===== config.mk =====
export PLATFORM = sky130hd
export DESIGN_NAME = proj_fm_reader
export DESIGN_NICKNAME = d
export VERILOG_FILES = /design/src/rtl/proj_pkg.sv /design/src/rtl/proj_fm_skid_fifo.sv /design/src/rtl/proj_fm_reader.sv
export SDC_FILE = /design/constraint.sdc
export NUM_CORES = 1
export LEC_CHECK = 0
export BUFFER_PORTS_ARGS = -buffer_cell sky130_fd_sc_hd__buf_4
export CAP_MARGIN = 20
export CELL_PAD_IN_SITES_DETAIL_PLACEMENT = 1
export CELL_PAD_IN_SITES_GLOBAL_PLACEMENT = 2
export CORE_ASPECT_RATIO = 0.75
export CORE_MARGIN = 1
export CORE_UTILIZATION = 35
export CTS_CLUSTER_SIZE = 14
export DETAILED_ROUTE_END_ITERATION = 8
export PLACE_DENSITY_LB_ADDON = 0.2
export SETUP_SLACK_MARGIN = 0.5
export SLEW_MARGIN = 20
export SYNTH_ARGS = -nofsm -noshare
export SYNTH_HDL_FRONTEND = slang
export SYNTH_SLANG_ARGS = --single-unit

===== constraint.sdc =====
create_clock -name in_clk -period 13.3 [get_ports in_clk]
set_clock_uncertainty 0.2 [all_clocks]
set_input_delay 0.665 -clock in_clk [delete_from_list [all_inputs] [get_ports in_clk]]
set_output_delay 0.665 -clock in_clk [all_outputs]
set_load 0.01 [all_outputs]

===== src/rtl/proj_pkg.sv =====
// Shared sizing and state encoding for the FM signature buffer read side.
package proj_pkg;

  localparam int unsigned FM_BUFFER_SIZE = 16;
  localparam int unsigned FM_DATA_W      = 32;

  typedef enum logic [1:0] {
    IDLE,
    READ,
    DRAIN,
    DONE
  } fm_rd_state_t;

endpackage


===== src/rtl/proj_fm_skid_fifo.sv =====
// Two-entry FIFO that buffers RAM read data ahead of the valid/ready output.
module proj_fm_skid_fifo #(
  parameter int unsigned WIDTH = 33
) (
  input  logic             clk,
  input  logic             rst,
  input  logic             push,
  input  logic [WIDTH-1:0] push_data,
  input  logic             pop,
  output logic [WIDTH-1:0] head,
  output logic [1:0]       count
);

  logic [WIDTH-1:0] mem [2];
  logic             wr_ptr;
  logic             rd_ptr;

  always_ff @(posedge clk or posedge rst) begin
    if (rst) begin
      mem[0] <= '0;
      mem[1] <= '0;
      wr_ptr <= 1'b0;
      rd_ptr <= 1'b0;
      count  <= 2'd0;
    end else begin
      if (push) begin
        mem[wr_ptr] <= push_data;
        wr_ptr      <= ~wr_ptr;
      end
      if (pop) begin
        rd_ptr <= ~rd_ptr;
      end
      count <= count + 2'(push) - 2'(pop);
    end
  end

  assign head = mem[rd_ptr];

endmodule


===== src/rtl/proj_fm_reader.sv =====
// Sweeps the FM buffer in address order, streams each entry over valid/ready
// and records the minimum entry of the sweep.
module proj_fm_reader #(
  parameter int unsigned FM_BUFFER_SIZE = proj_pkg::FM_BUFFER_SIZE,
  parameter int unsigned DATA_W         = proj_pkg::FM_DATA_W,
  parameter int unsigned ADDR_W         = $clog2(FM_BUFFER_SIZE)
) (
  input  logic              in_clk,
  input  logic              in_rst,
  input  logic              start,
  output logic              rd_en,
  output logic [ADDR_W-1:0] rd_addr,
  input  logic [DATA_W-1:0] rd_data,
  output logic [DATA_W-1:0] out_data,
  output logic              out_valid,
  input  logic              out_ready,
  output logic              out_last,
  output logic              busy,
  output logic              done,
  output logic [DATA_W-1:0] min_value,
  output logic              start_err
);

  import proj_pkg::*;

  localparam logic [ADDR_W-1:0] LAST_ADDR = ADDR_W'(FM_BUFFER_SIZE - 1);

  fm_rd_state_t      state;
  logic              rd_pending;
  logic              rd_pending_last;
  logic [1:0]        fifo_count;
  logic [DATA_W:0]   fifo_head;
  logic              handshake;
  logic [2:0]        credits_used;
  logic              last_out;
  logic [DATA_W-1:0] run_min;
  logic [DATA_W-1:0] run_min_next;

  assign out_valid = (fifo_count != 2'd0);
  assign out_data  = fifo_head[DATA_W-1:0];
  assign out_last  = out_valid & fifo_head[DATA_W];

  // Credits count words already buffered or in flight, net of this cycle's pop,
  // so a steady ready stream still issues one read per cycle.
  always_comb begin
    handshake    = out_valid & out_ready;
    credits_used = {1'b0, fifo_count} + {2'b00, rd_pending} - {2'b00, handshake};
    rd_en        = (state == READ) && (credits_used < 3'd2);
    last_out     = !rd_pending && ((fifo_count == 2'd0) || (fifo_count == 2'd1 && handshake));
    run_min_next = (handshake && (out_data < run_min)) ? out_data : run_min;
  end

  always_ff @(posedge in_clk or posedge in_rst) begin
    if (in_rst) begin
      state           <= IDLE;
      rd_addr         <= '0;
      rd_pending      <= 1'b0;
      rd_pending_last <= 1'b0;
      busy            <= 1'b0;
      done            <= 1'b0;
      start_err       <= 1'b0;
      min_value       <= '1;
      run_min         <= '1;
    end else begin
      rd_pending      <= rd_en;
      rd_pending_last <= rd_en && (rd_addr == LAST_ADDR);
      done            <= 1'b0;
      start_err       <= start && (state != IDLE);
      run_min         <= run_min_next;
      unique case (state)
        IDLE: begin
          if (start) begin
            state   <= READ;
            busy    <= 1'b1;
            rd_addr <= '0;
            run_min <= '1;
          end
        end
        READ: begin
          if (rd_en) begin
            if (rd_addr == LAST_ADDR) begin
              state <= DRAIN;
            end else begin
              rd_addr <= rd_addr + 1'b1;
            end
          end
        end
        DRAIN: begin
          // Fold in the final word's compare on the same edge it is accepted.
          if (last_out) begin
            state     <= DONE;
            done      <= 1'b1;
            busy      <= 1'b0;
            min_value <= run_min_next;
          end
        end
        DONE: begin
          state <= IDLE;
        end
        default: state <= IDLE;
      endcase
    end
  end

  proj_fm_skid_fifo #(
    .WIDTH(DATA_W + 1)
  ) u_fifo (
    .clk      (in_clk),
    .rst      (in_rst),
    .push     (rd_pending),
    .push_data({rd_pending_last, rd_data}),
    .pop      (handshake),
    .head     (fifo_head),
    .count    (fifo_count)
  );

endmodule


==> flow_metrics.tcl <==
set metrics [dict create \
    end_kind "flip-flop" \
    cts_htree_levels 4 \
    r2r-end "run_min[20]" \
    critical_path_class "reg2reg" \
    postRouteAntennaNets 0 \
    powerDensity_nw_per_um2 293 \
    worst_hold_slack_ps 120 \
    synth.net_count 757 \
    overflow 0 \
    setup_viol 0 \
    worst_pin_slew_ps 1020 \
    pwr-share-clk_pct 18.7 \
    avgViaCountPerCell 5.19 \
    antenna_found_initial 0 \
    pwr-share-seq_pct 32.1 \
    tns_ps 0 \
    min_path_type "in2async" \
    syn_avg_cell_area_um2 11.0 \
    cts-resized-gates 0 \
    coreArea_um2 21100 \
    area_growth_syn_to_layout_pct 23.2 \
    finalNetCount 851 \
    power.total_mw 2.71 \
    pwr-share-comb_pct 49.2 \
    worstReg2RegStart "u_fifo.rd_ptr" \
    synth_compound_area_share_pct 15.4 \
    final_area_um2 9270 \
    die_height_um 129 \
    worstPathArrival_ps 4710 \
    p_int_mw 1.64 \
    hold_violations 0 \
    cts_sinks 145 \
    die_area_um2 22100 \
    synth_cells 683 \
    drt-met1-wl_mm 9.96 \
    cp_max_fo 40 \
    synthAdderAreaFrac_pct 6.42 \
    hpwlAfterDp_mm 13.6 \
    setup_ws_ps 8720 \
    grt_pass1_vias 6259 \
    required_ps 13430 \
    ys_warn_count 0 \
    drt_iter0_drc 172 \
    p_switching_mw 1.08 \
    dr_wl_met2_mm 9.90 \
    gp_congestion 0.792 \
    cts_tree "yes" \
    relSlewSlack_pct 31.6 \
    ctsLongestPathBuffers 2 \
    outcome "completed" \
    place_ws_ps 8700 \
    fillers 2315 \
    wire_per_inst_um 19.2 \
    top_layer_used "met4" \
    ys_seq_area_share_pct 49.3 \
    num_io_pins 110 \
    insertion_delay_ps 430 \
    rows 46 \
    wl_mm 20.7 \
    grt_max_degree 77 \
    synthXorXnorAreaFrac_pct 0.465 \
    ys_ff_latch 145 \
    fmax_mhz 218 \
    critPathMaxStageDelay_ps 700 \
    track_usage_pct 20.0 \
    start_util_pct 35.6 \
    drv_slew 0 \
    rr_worst_depth 10 \
    netSwitchingFraction_pct 39.7 \
    root_buffer "clkbuf_16" \
    numCtsBuffers 17 \
    r2r_setup_slack_ps 8720 \
    post_cts_buffers 0 \
    synth_area_um2 7530 \
    start_kind "flip-flop" \
    vdd_drop_max_v 0.000101 \
    final_layout_size_suffix_gt1_share_pct 44.4 \
    fin_util_pct 43.9 \
    fin_crit_ps 4580 \
    antenna_cells 0 \
    vias 5597 \
    rsz0062_at_grt "false" \
    placed_cell_area_um2 8620 \
    critPathSlowestCell "dfrtp_1" \
    drv_cap 0 \
    clkTransAtPathRegs_ps 70 \
    period_share_pct 34.4 \
    synthSimpleGateAreaFrac_pct 7.35 \
    synthMuxAreaShare_pct 14.9 \
    async_flop_share_pct 100 \
    cellLeakagePower_nw 4.09 \
    io_buffers 109 \
    wl_met3_um 700 \
    fin_cells 1078 \
    path_cells "buf_4, mux2_2, ha_1, nand4_1, or4_4, or4_4, o22ai_4, buf_4, nor3_1, o21ai_0" \
    dr.pass1.iters 4 \
    yosysUniqueCellTypes 41 \
    ys.flop_type "dfrtp_1" \
    synth_top_family_by_area "compound AO/OA/AOI/OAI gates" \
    grt_pass1_wl_mm 33.8 \
    synth_edf_count 0 \
    cts-hold-fix-buffers 0 \
    drcViolationCount 0 \
    place_inst 1045 \
    die_w_um 171 \
]
cell families after synthesis:
logic type / count (synthesis)
AOI/OAI and AO/OA: 166
xor gates and xnor gates: 4
adders and majority gates: 38
buffers and inverters: 114
DFF: 145
muxes: 100
and+or+nand+nor: 116
Yosys cell counts, types with 2 or more instances:
| cell | count | area share, % |
|---|---|---|
| mux2_2 | 98 | 15 |
| dfrtp_1 | 81 | 27 |
| inv_1 | 69 | 3.4 |
| dfstp_2 | 64 | 22 |
| a21oi_1 | 52 | 3.5 |
| nor2_1 | 38 | 1.9 |
| ha_1 | 37 | 6.1 |
| nor3_1 | 36 | 2.4 |
| o21ai_0 | 36 | 2.4 |
| a211oi_1 | 28 | 2.8 |
| a211oi_2 | 28 | 4.7 |
| clkbuf_1 | 28 | 1.4 |
| nand2_1 | 17 | 0.85 |
| buf_2 | 7 | 0.47 |
| nand4_1 | 7 | 0.58 |
| nor4_1 | 7 | 0.58 |
| o21ai_1 | 7 | 0.47 |
| buf_1 | 4 | 0.20 |
| xor2_1 | 4 | 0.47 |
| buf_4 | 3 | 0.30 |
| nand3_1 | 3 | 0.20 |
| nor2b_1 | 3 | 0.25 |
| o21a_1 | 3 | 0.30 |
| a22o_1 | 2 | 0.23 |
| a31oi_1 | 2 | 0.17 |
| buf_6 | 2 | 0.30 |
| mux2i_1 | 2 | 0.27 |
| or4_4 | 2 | 0.30 |
worst max-delay path by stage:
stage,slack (ps),startpoint,to,cells after the start
after floorplan,8650,in_rst,busy,1
after global placement,8620,u_fifo.rd_ptr,min_value[31],9
after detailed placement,8700,u_fifo.rd_ptr,min_value[27],10
after CTS,8690,u_fifo.rd_ptr,min_value[18],9
after global routing,8470,u_fifo.rd_ptr,min_value[24],10
final,8720,u_fifo.rd_ptr,run_min[20],10
registers in the layout, summed over array words and instances (netlist names), 2 cells and up:
signal / cells
u_fifo.count: 2
run_min: 32
min_value: 32
u_fifo.mem: 66
rd_addr: 4
state: 2
cell type report:
class / count / area (um^2) / share of cell area [%]
clock buffers: 20 / 467 / 5.03
clock inverters: 12 / 155 / 1.67
inverters: 70 / 268 / 2.89
multi-input cells: 424 / 3400 / 36.7
flip-flops and latches: 145 / 3710 / 40.0
repair buffers: 119 / 913 / 9.85
well taps: 288 / 360 / 3.89
power by group through the flow:
stage / logic [mW] / clock network (mW) / registers (mW)
3_5_place_dp: 1.34 / 0 / 0.877
3_3_place_gp: 1.29 / 0 / 0.865
5_1_grt: 1.49 / 0.541 / 0.901
2_1_floorplan: 0.857 / 0 / 0.849
4_1_cts: 1.35 / 0.522 / 0.872
6_report: 1.33 / 0.509 / 0.871
layout by cell type, fill, tap and decap left out, types with 2 or more instances in the layout:
| cell | instances |
|---|---|
| a211oi_2 | 28 |
| nand4_1 | 7 |
| ha_1 | 37 |
| nand2_1 | 16 |
| dfstp_2 | 64 |
| clkinv_2 | 3 |
| a31oi_1 | 2 |
| clkinv_4 | 2 |
| mux2i_1 | 2 |
| dfrtp_1 | 81 |
| bufinv_16 | 3 |
| o21ai_0 | 36 |
| xor2_1 | 4 |
| o21ai_1 | 6 |
| nand3_1 | 3 |
| buf_4 | 118 |
| or4_4 | 2 |
| nor3_1 | 35 |
| clkbuf_8 | 3 |
| inv_1 | 68 |
| nor2b_1 | 2 |
| a21oi_1 | 52 |
| o21a_1 | 2 |
| clkbuf_16 | 17 |
| inv_6 | 3 |
| nor4_1 | 7 |
| a211oi_1 | 28 |
| mux2_2 | 98 |
| clkinvlp_4 | 2 |
| a22o_1 | 2 |
| nor2_1 | 38 |
per-layer routing:
| layer | vias up | GRT usage (%) |
|---|---|---|
| li1 | 2602 | - |
| met1 | 2875 | 26.7 |
| met2 | 104 | 33.1 |
| met3 | 16 | 4.09 |
| met4 | 0 | 5.72 |
| met5 | - | 0 |
critical path: cells and delay by family, from the launching register on:
kind            cells  cell delay, ps
buf+inv             2             910
simple gates        4            1470
flops               1             700
fa+ha+maj           1             330
compound gates      2             380
mux                 1             440
Power figures use the tool's default switching activity.
